**config.mk**
```make
export PLATFORM = sky130hd
export DESIGN_NAME = regfile_xfer_ctrl
export DESIGN_NICKNAME = d
export VERILOG_FILES = /design/src/rtl/proc_pkg.sv /design/src/rtl/register.sv /design/src/rtl/regfile_xfer_ctrl.sv
export SDC_FILE = /design/constraint.sdc
export NUM_CORES = 1
export LEC_CHECK = 0
export ABC_AREA = 1
export CAP_MARGIN = 20
export CORE_AREA = 2 2 94 96
export CTS_CLUSTER_SIZE = 24
export DETAILED_ROUTE_END_ITERATION = 16
export DIE_AREA = 0 0 96 98
export PLACE_DENSITY = 0.64
export SYNTH_ARGS = -nofsm -noshare
export SYNTH_HDL_FRONTEND = slang
export SYNTH_SLANG_ARGS = --single-unit
```
**constraint.sdc**
```tcl
create_clock -name clk -period 2 [get_ports clk]
set_clock_uncertainty 0.05 [all_clocks]
set_input_delay 0.4 -clock clk [delete_from_list [all_inputs] [get_ports clk]]
set_output_delay 0.4 -clock clk [all_outputs]
set_load 0.02 [all_outputs]
```
**src/rtl/proc_pkg.sv**
```systemverilog
// Shared encodings for the register-transfer controller: command opcodes,
// controller FSM states and the register-index width of the 4-entry file.
package proc_pkg;

    localparam int REG_IDX_W = 2;

    typedef enum logic [1:0] {
        OP_LDI  = 2'd0,
        OP_MOV  = 2'd1,
        OP_ADD  = 2'd2,
        OP_SWAP = 2'd3
    } op_e;

    typedef enum logic [1:0] {
        IDLE = 2'd0,
        RD_A = 2'd1,
        WR_B = 2'd2,
        WR_A = 2'd3
    } state_e;

endpackage

```
**src/rtl/register.sv**
```systemverilog
// Loadable register: captures 'in' on a clock edge when 'store' is high,
// otherwise holds. Clears on reset.
module register #(
    parameter int WIDTH = 16
) (
    input  logic             clk,
    input  logic             rst,
    input  logic             store,
    input  logic [WIDTH-1:0] in,
    output logic [WIDTH-1:0] out
);

    // Hold or load the stored word.
    // NOTE: sequential state uses non-blocking assignments so every flop
    // samples pre-edge values; the asynchronous reset sits in the sensitivity list.
    always_ff @(posedge clk or posedge rst) begin
        if (rst) begin
            out <= '0;
        end else if (store) begin
            out <= in;
        end
    end

endmodule

```
**src/rtl/regfile_xfer_ctrl.sv**
```systemverilog
// Register-transfer sequencer for a 4 x WIDTH register file with one read
// mux and one write-strobe demux. Each accepted command (LDI/MOV/ADD/SWAP)
// is stepped through RD_A / WR_B / WR_A so it shares the single read and
// write ports; done pulses the cycle after the final write.
module regfile_xfer_ctrl
    import proc_pkg::*;
#(
    parameter int WIDTH = 16
) (
    input  logic                 clk,
    input  logic                 rst,
    input  logic                 cmd_valid,
    output logic                 cmd_ready,
    input  logic [1:0]           cmd_op,
    input  logic [REG_IDX_W-1:0] cmd_src,
    input  logic [REG_IDX_W-1:0] cmd_dst,
    input  logic [WIDTH-1:0]     cmd_imm,
    output logic [REG_IDX_W-1:0] rd_sel,
    input  logic [WIDTH-1:0]     rd_data,
    output logic [REG_IDX_W-1:0] wr_sel,
    output logic                 wr_en,
    output logic [WIDTH-1:0]     wr_data,
    output logic                 done,
    output logic                 carry
);

    state_e                 state_q, state_d;
    op_e                    op_q;
    logic [REG_IDX_W-1:0]   src_q, dst_q;
    logic [WIDTH-1:0]       imm_q;
    logic                   carry_q, carry_d;
    logic                   done_q, done_d;
    logic                   tmp_store;
    logic [WIDTH-1:0]       tmp_q;
    logic [WIDTH:0]         sum;
    logic                   accept;

    assign cmd_ready = (state_q == IDLE);
    assign accept    = cmd_valid && cmd_ready;
    assign sum       = {1'b0, tmp_q} + {1'b0, rd_data};
    assign done      = done_q;
    assign carry     = carry_q;

    // First operand holding register, loaded from the read port in RD_A.
    register #(.WIDTH(WIDTH)) u_tmp (
        .clk   (clk),
        .rst   (rst),
        .store (tmp_store),
        .in    (rd_data),
        .out   (tmp_q)
    );

    // State, completion pulse and ADD carry registers.
    always_ff @(posedge clk or posedge rst) begin
        if (rst) begin
            state_q <= IDLE;
            done_q  <= 1'b0;
            carry_q <= 1'b0;
        end else begin
            state_q <= state_d;
            done_q  <= done_d;
            carry_q <= carry_d;
        end
    end

    // Capture the command fields on accept; they are ignored while busy.
    always_ff @(posedge clk or posedge rst) begin
        if (rst) begin
            op_q  <= OP_LDI;
            src_q <= '0;
            dst_q <= '0;
            imm_q <= '0;
        end else if (accept) begin
            op_q  <= op_e'(cmd_op);
            src_q <= cmd_src;
            dst_q <= cmd_dst;
            imm_q <= cmd_imm;
        end
    end

    // Next-state sequencing and per-state port decode.
    always_comb begin
        // NOTE: every output gets a default first so no path can infer a latch.
        state_d   = state_q;
        rd_sel    = '0;
        wr_sel    = '0;
        wr_en     = 1'b0;
        wr_data   = '0;
        tmp_store = 1'b0;
        carry_d   = carry_q;
        done_d    = 1'b0;

        case (state_q)
            IDLE: begin
                if (cmd_valid) begin
                    case (op_e'(cmd_op))
                        OP_LDI:  state_d = WR_A;
                        OP_MOV:  state_d = WR_B;
                        default: state_d = RD_A;
                    endcase
                end
            end
            RD_A: begin
                tmp_store = 1'b1;
                rd_sel    = (op_q == OP_SWAP) ? src_q : dst_q;
                state_d   = WR_B;
            end
            WR_B: begin
                wr_en = 1'b1;
                if (op_q == OP_SWAP) begin
                    rd_sel  = dst_q;
                    wr_sel  = src_q;
                    wr_data = rd_data;
                    state_d = WR_A;
                end else begin
                    rd_sel  = src_q;
                    wr_sel  = dst_q;
                    done_d  = 1'b1;
                    state_d = IDLE;
                    if (op_q == OP_ADD) begin
                        wr_data = sum[WIDTH-1:0];
                        carry_d = sum[WIDTH];
                    end else begin
                        wr_data = rd_data;
                    end
                end
            end
            WR_A: begin
                wr_en   = 1'b1;
                wr_sel  = dst_q;
                wr_data = (op_q == OP_LDI) ? imm_q : tmp_q;
                done_d  = 1'b1;
                state_d = IDLE;
            end
            default: state_d = IDLE;
        endcase
    end

endmodule

```
==> results of run 1 <==
==> logic make-up after synthesis <==
family	after synthesis	synth area share
AND/OR/NAND/NOR	222	0.287
buffers and inverters	92	0.114
XOR/XNOR	4	0.0107
flip-flops	42	0.321
multiplexers	11	0.0379
adder cells (fa/ha/maj)	21	0.0826
AO/OA/AOI/OAI	88	0.146
==> stage by stage <==
step,setup WS [ns],cells,instance area [um2]
floorplan,-0.00874,480,3320
global placement,-1.19,704,4540
detailed placement,-1.23,704,4540
CTS,-0.531,720,5120
global route,-0.602,729,5370
finish,-0.544,729,5370
==> cells in the final DEF (no fill, tap or decap), types with 7 or more instances in the layout <==
cell type and n:
nand2_2 29, buf_4 76, nand2_1 113, buf_6 26, inv_2 11, mux2_2 11, clkdlybuf4s50_1 27, nand2_4 14
dlygate4sd2_1 14, ha_4 17, nand3_1 11, nor2_1 29, nand3_2 7, a21oi_1 22, dfrtp_1 40, o21ai_0 40
inv_1 61
==> path summary, 6_finish.rpt <==
kind | from | to | slack (ns)
setup reg to reg | u_tmp.out[0]$_DFFE_PP0P_ | carry$_DFFE_PP0P_ | 0.15
min in group clk | imm_q[12]$_DFFE_PP0P_ | imm_q[12]$_DFFE_PP0P_ | 0.43
hold / removal | rst | u_tmp.out[13]$_DFFE_PP0P_ | 0.40
hold reg to reg | imm_q[12]$_DFFE_PP0P_ | imm_q[12]$_DFFE_PP0P_ | 0.43
max in group asynchronous | rst | op_q[0]$_DFFE_PP0P_ | 1.27
setup / recovery | u_tmp.out[0]$_DFFE_PP0P_ | wr_data[8] | -0.54
==> per-layer routing <==
metal / up-vias / part of all wire / GRT usage
met1: 1630 / 0.44 / 0.293
met5: - / 0 / 0
met4: 0 / 0.018 / 0.0659
li1: 1795 / - / -
met3: 15 / 0.032 / 0.0262
met2: 68 / 0.51 / 0.382
==> synth_stat cells, types with 3 or more instances <==
library cell,count
inv_2,5
buf_2,5
nand2_2,7
mux2_2,11
nor3_2,3
o21ai_0,49
nor2_2,3
ha_1,20
clkinv_1,3
a21oi_1,25
xnor2_1,3
clkbuf_1,7
nand3_2,3
dfrtp_1,42
inv_1,69
nor2_1,34
nand3_1,20
nand2_1,148
==> worst max-delay path, cell delays in order, from the launching register on <==
cell and delay [ns]:
dfrtp_1 0.40, ha_4 0.15, inv_2 0.04, fa_2 0.35, inv_2 0.09, nand3_2 0.08
nand3_4 0.11, a21oi_4 0.07, nor2_2 0.12, nor2_1 0.06, o21ai_2 0.19, buf_6 0.14
==> flip-flops by register name, summed over array words and instances, names as in the netlist <==
| name | count |
|---|---|
| done | 1 |
| op_q | 2 |
| imm_q | 16 |
| u_tmp.out | 16 |
| carry | 1 |
| src_q | 2 |
| state_q | 2 |
| dst_q | 2 |
==> area by class of cell <==
class	count	area, um2	area share
clock buffer	6	82.6	0.0154
multi-input combinational	346	2420	0.451
sequential	42	1050	0.196
clock inverter	2	60.1	0.0112
timing repair buffer	148	1320	0.246
tap	108	135	0.0252
inverter	77	297	0.0552
==> report_power, final <==
| group | leakage, uW | internal [uW] | total [uW] | switching (uW) |
|---|---|---|---|---|
| clock | 0.0000714 | 533 | 854 | 321 |
| combinational | 0.00209 | 3000 | 6430 | 3440 |
| sequential | 0.000508 | 1270 | 1580 | 310 |
==> repair_timing <==
item,CTS,global route
pin swaps,42,36
gates resized for setup,217,54
setup buffers,10,9
cloned,0,1
setup endpoints to repair,23,20
==> reports/qor.yml, run 1 <==
timing:
  final.setup.tns_ns: -5.86
  finalSetupViolations: 17
  worst_slack_ns: -0.544
  rsz0062_at_grt: "true"
  fmax_ghz: 0.393
  holdWs_ns: 0.403
  fin_crit_ns: 2.54
  hold_violations: 0
  tightest_slew_ns: 0.346
  slew_viol_final: 0
  fin_crit_sh: 1.27
  maxSlewHeadroom: 0.767
clock_network:
  cts_buffers: 5
  clk_path_buf_depth: 2
  cts-htree-levels: 2
  cts_tree: "yes"
  clock_tree.root_cell: "clkbuf_8"
  worstSkewPairLatency_ns: 0.29
  clkSinkCount: 42
  clk_pin_slew_worst_paths_ns: 0.09
  cts_hold_buffers: 0
placement:
  routabilityCongestion: 0.896
  place.port_buffers: 64
  dp_hpwl_um: 7130
setup_path:
  cp-start-kind: "flop"
  worstPathArrival_ns: 2.09
  cp.required_ns: 1.55
  cp_max_fo: 4
  rr_worst_depth: 10
  endpoint_kind: "output port"
  path_class: "reg2out"
global_route:
  grt_pass1_wl_um: 16700
  grt_max_degree: 43
  grt_usage: 0.223
  grt_pass1_vias: 3621
  grt-ovfl-total: 0
  antenna_found_initial: 0
finish:
  fillers: 696
  n_antenna_cell: 0
  drive_above_1_share: 0.393
  area.growth.synth_to_final_pct: 64.1
  utilization: 0.634
  nets: 682
job:
  drv_cap: 0
floorplan:
  die_w_um: 96
  die_area_um2: 9410
  dieHeight_um: 98
  start_util: 0.386
  fp-row-count: 34
  core_area_um2: 8470
  num_io_pins: 65
route:
  wl_per_cell_um: 14.0
  first_pass_iters: 5
  drtIter0Drc: 153
  drcViolationCount: 0
  vias: 3508
  postRouteAntennaNets: 0
  finalWirelength_um: 10200
  vias_per_cell: 4.81
yosys:
  syn_area_um2: 3270
  synth_area_leaders: "dfrtp_1 (32%), nand2_1 (17%), inv_1 (7.9%)"
  netlist_instances: 480
  yosysWarnings: 0
  synth.distinct_cells: 35
  synth-seq-cells: 42
  postSynthAreaPerCell_um2: 6.82
  synth_fp_nets: 542
  synth_top_cell_area_share: 0.321
  async_flop_share: 1.00
  synth_ff_type: "dfrtp_1"
  synth_edf_count: 0
  yosysTopAreaCell: "dfrtp_1"
  seq_area_frac_synth: 0.321
power:
  p_per_area_nw_per_um2: 1650
  ir_worst_vdd_uv: 967
  power_uw: 8870
  leakage_uw: 0.00267
status:
  violations: "negative setup slack"
  status: "finished with violations"
worst_hold_path:
  hp-class: "in2async"
Power figures use the tool's default switching activity.
==> inputs of run 2 (changes only) <==
CORE_AREA = 2 2 87 89   (was 2 2 94 96)
DIE_AREA = 0 0 89 91   (was 0 0 96 98)
PLACE_DENSITY = 0.73   (was 0.64)
==> run 2 against run 1 <==
Against the previous run: the run still ends with negative setup slack left; register-to-register slack improved by 0.18 ns; final cell count fell by 2.2%; critical path depth rose by 2; global-route usage rose by 3.2 points; worst hold slack got worse by 0.017 ns; flip-flop and latch count did not move; sequential power barely moved.
==> reports/qor.yml, run 2 (synthesis results as in run 1) <==
timing:
  tightest_slew_ns: 0.337  # -0.00856 ns
  fin_crit_ns: 2.49  # -0.0527 ns
  hold_violations: 0  # unchanged
  slew_viol_final: 0  # unchanged
  fin_crit_sh: 1.25  # -0.0264
  fmax_ghz: 0.401  # +2.1%
  maxSlewHeadroom: 0.773  # +0.00578
  holdWs_ns: 0.386  # -0.0169 ns
  rsz0062_at_grt: "true"
  worst_slack_ns: -0.492  # +0.0527 ns
  finalSetupViolations: 19  # +2
power:
  power_uw: 8590  # -3.2%
  ir_worst_vdd_uv: 875  # -9.5%
  sw_frac_of_total: 0.470  # +0.0116
  seq_power_share: 0.188  # +0.010
  p_comb_frac: 0.730  # +0.005
  p_switching_uw: 4040  # -0.73%
  p_clk_frac: 0.082  # -0.014
  p_per_area_nw_per_um2: 1650  # about the same
  leakage_uw: 0.00256  # -4.0%
  p_int_uw: 4550  # -5.3%
clock_network:
  cts_buffers: 5  # unchanged
  clk_pin_slew_worst_paths_ns: 0.09  # about the same
  worstSkewPairLatency_ns: 0.30  # about the same
  clkSinkCount: 42  # unchanged
  cts_hold_buffers: 0  # unchanged
  clk_path_buf_depth: 2  # unchanged
  cts_tree: "yes"
  clock_tree.root_cell: "clkbuf_8"
  cts-htree-levels: 2  # unchanged
setup_path:
  cp_max_fo: 4  # unchanged
  cp_num_buf_inv: 3  # unchanged
  crit_path_max_incr_delay_ns: 0.40  # about the same
  rr_worst_depth: 8  # -2
  critPathTopFamily: "simple AND/OR/NAND/NOR gates"
  endpoint_kind: "output port"
  worstPathArrival_ns: 2.04  # -0.05 ns
  cp-start-kind: "flop"
  cpMaxStageDelayCell: "dfrtp_1"
  r2r-end: "carry$_DFFE_PP0P_"
  path_class: "reg2out"
  rrSetupSlack_ns: 0.33  # +0.18 ns
  crit_path_cell_trace: "ha_4 -> inv_2 -> fa_2 -> inv_2 -> nand3_2 -> nand3_4 -> nand3_2 -> nand3_2 -> nand2_2 -> nand3_2 -> nand2_2 -> nand2_2 -> buf_6"
  cpMostUsedCell: "nand3_2"
  cp.required_ns: 1.55  # about the same
  reg2reg_from: "state_q[1]$_DFFE_PP0P_"
finish:
  stdcell_count: 713  # -2.2%
  n_antenna_cell: 0  # unchanged
  drive_above_1_share: 0.381  # -0.0118
  nets: 675  # -1.0%
  top_regs: "imm_q: 16 flops, u_tmp.out: 16 flops"
  area.growth.synth_to_final_pct: 58.9
  final_cell_mix: "nand2_1 (115), buf_4 (71), inv_1 (61)"
  mostFrequentLayoutCell: "nand2_1"
job:
  drv_cap: 0  # unchanged
route:
  vias_per_cell: 5.03  # +4.5%
  finalWirelength_um: 10300  # +0.96%
  drtIter0Drc: 170  # +11%
  first_pass_iters: 5  # unchanged
  vias: 3584  # +2.2%
  postRouteAntennaNets: 0  # unchanged
  drcViolationCount: 0  # unchanged
  wl_per_cell_um: 14.4  # +3.2%
placement:
  routabilityCongestion: 0.918  # +2.4%
  dp_slack_ns: -1.24  # -0.0163 ns
  dp.cells: 688  # -2.3%
  place.port_buffers: 64  # unchanged
  dp_hpwl_um: 7120  # about the same
floorplan:
  die_area_um2: 8100  # -14%
  num_io_pins: 65  # unchanged
  die_w_um: 89  # -7.3%
  dieHeight_um: 91  # -7.1%
  core_area_um2: 7140  # -16%
  start_util: 0.458  # +0.0720
  fp-row-count: 31  # -8.8%
status:
  violations: "negative setup slack"
  status: "finished with violations"
global_route:
  grt_pass1_wl_um: 16400  # -2.2%
  grt_pass1_vias: 3580  # -1.1%
  grt_max_degree: 43  # unchanged
  grt-ovfl-total: 0  # unchanged
  antenna_found_initial: 0  # unchanged
  grt_usage: 0.256  # +0.0325
worst_hold_path:
  holdPathStages: 4
  hp-class: "in2reg"
  worstHoldStart: "rd_data[1]"
  worst_hold_path.endpoint: "u_tmp.out[1]$_DFFE_PP0P_"
-- run 2: how the worst max path moves through the flow --
stage	startpoint	end	slack (ns)	cells after the start
after detailed placement	rd_data[0]	wr_data[12]	-1.24	14
after global placement	rd_data[0]	wr_data[12]	-1.21	14
final	u_tmp.out[0]$_DFFE_PP0P_	wr_data[12]	-0.49	13
after global routing	u_tmp.out[0]$_DFFE_PP0P_	wr_data[12]	-0.56	13
after floorplan	rd_data[0]	wr_data[8]	-0.009	10
after CTS	u_tmp.out[0]$_DFFE_PP0P_	wr_data[12]	-0.52	13
-- run 2: area by class of cell --
| cell class | instances | area (um2) |
|---|---|---|
| clock inverters | 2 | 37.5 |
| multi-input cells | 346 | 2350 |
| inverters | 77 | 299 |
| well taps | 99 | 124 |
| flip-flops and latches | 42 | 1050 |
| fillers | 554 | 1940 |
| clock buffers | 6 | 72.6 |
| repair buffers | 141 | 1260 |
-- run 2: stage by stage --
| stage | cell area [um2] | TNS [ns] | util |
|---|---|---|---|
| final | 5200 | -5.65 | 0.729 |
| after global routing | 5200 | -7.12 | 0.729 |
| after detailed placement | 4480 | -17.93 | 0.628 |
| after CTS | 4990 | -6.03 | 0.699 |
| after global placement | 4480 | -17.40 | 0.628 |
| after floorplan | 3320 | -0.0173 | - |
-- run 2: power by group through the flow --
| stage | registers (uW) | clock network [uW] | logic (uW) |
|---|---|---|---|
| 6_report | 1610 | 706 | 6270 |
| 5_1_grt | 1650 | 741 | 6840 |
| 4_1_cts | 1590 | 707 | 5720 |
| 3_5_place_dp | 1530 | 0 | 5040 |
| 3_3_place_gp | 1500 | 0 | 4930 |
| 2_1_floorplan | 1480 | 0 | 3110 |
-- run 2: repair_timing --
action	CTS	global route
gates resized for setup	204	50
buffers inserted	12	7
pin swaps	42	28
endpoints found under the hold margin	0	0
endpoints found under the setup margin	22	21
-- run 2: tightest hold or removal path: stages --
cell and delay, ns:
clkbuf_2 0.10, buf_4 0.11, nand2_1 0.04, o21ai_0 0.06
-- run 2: layer usage --
layer	share of wire	up-vias	routed length [um]	GRT usage
li1	-	1786	-	-
met1	0.42	1682	4360	0.331
met2	0.51	101	5270	0.435
met3	0.047	15	478	0.0427
met4	0.016	0	168	0.0721
met5	0	-	0	0
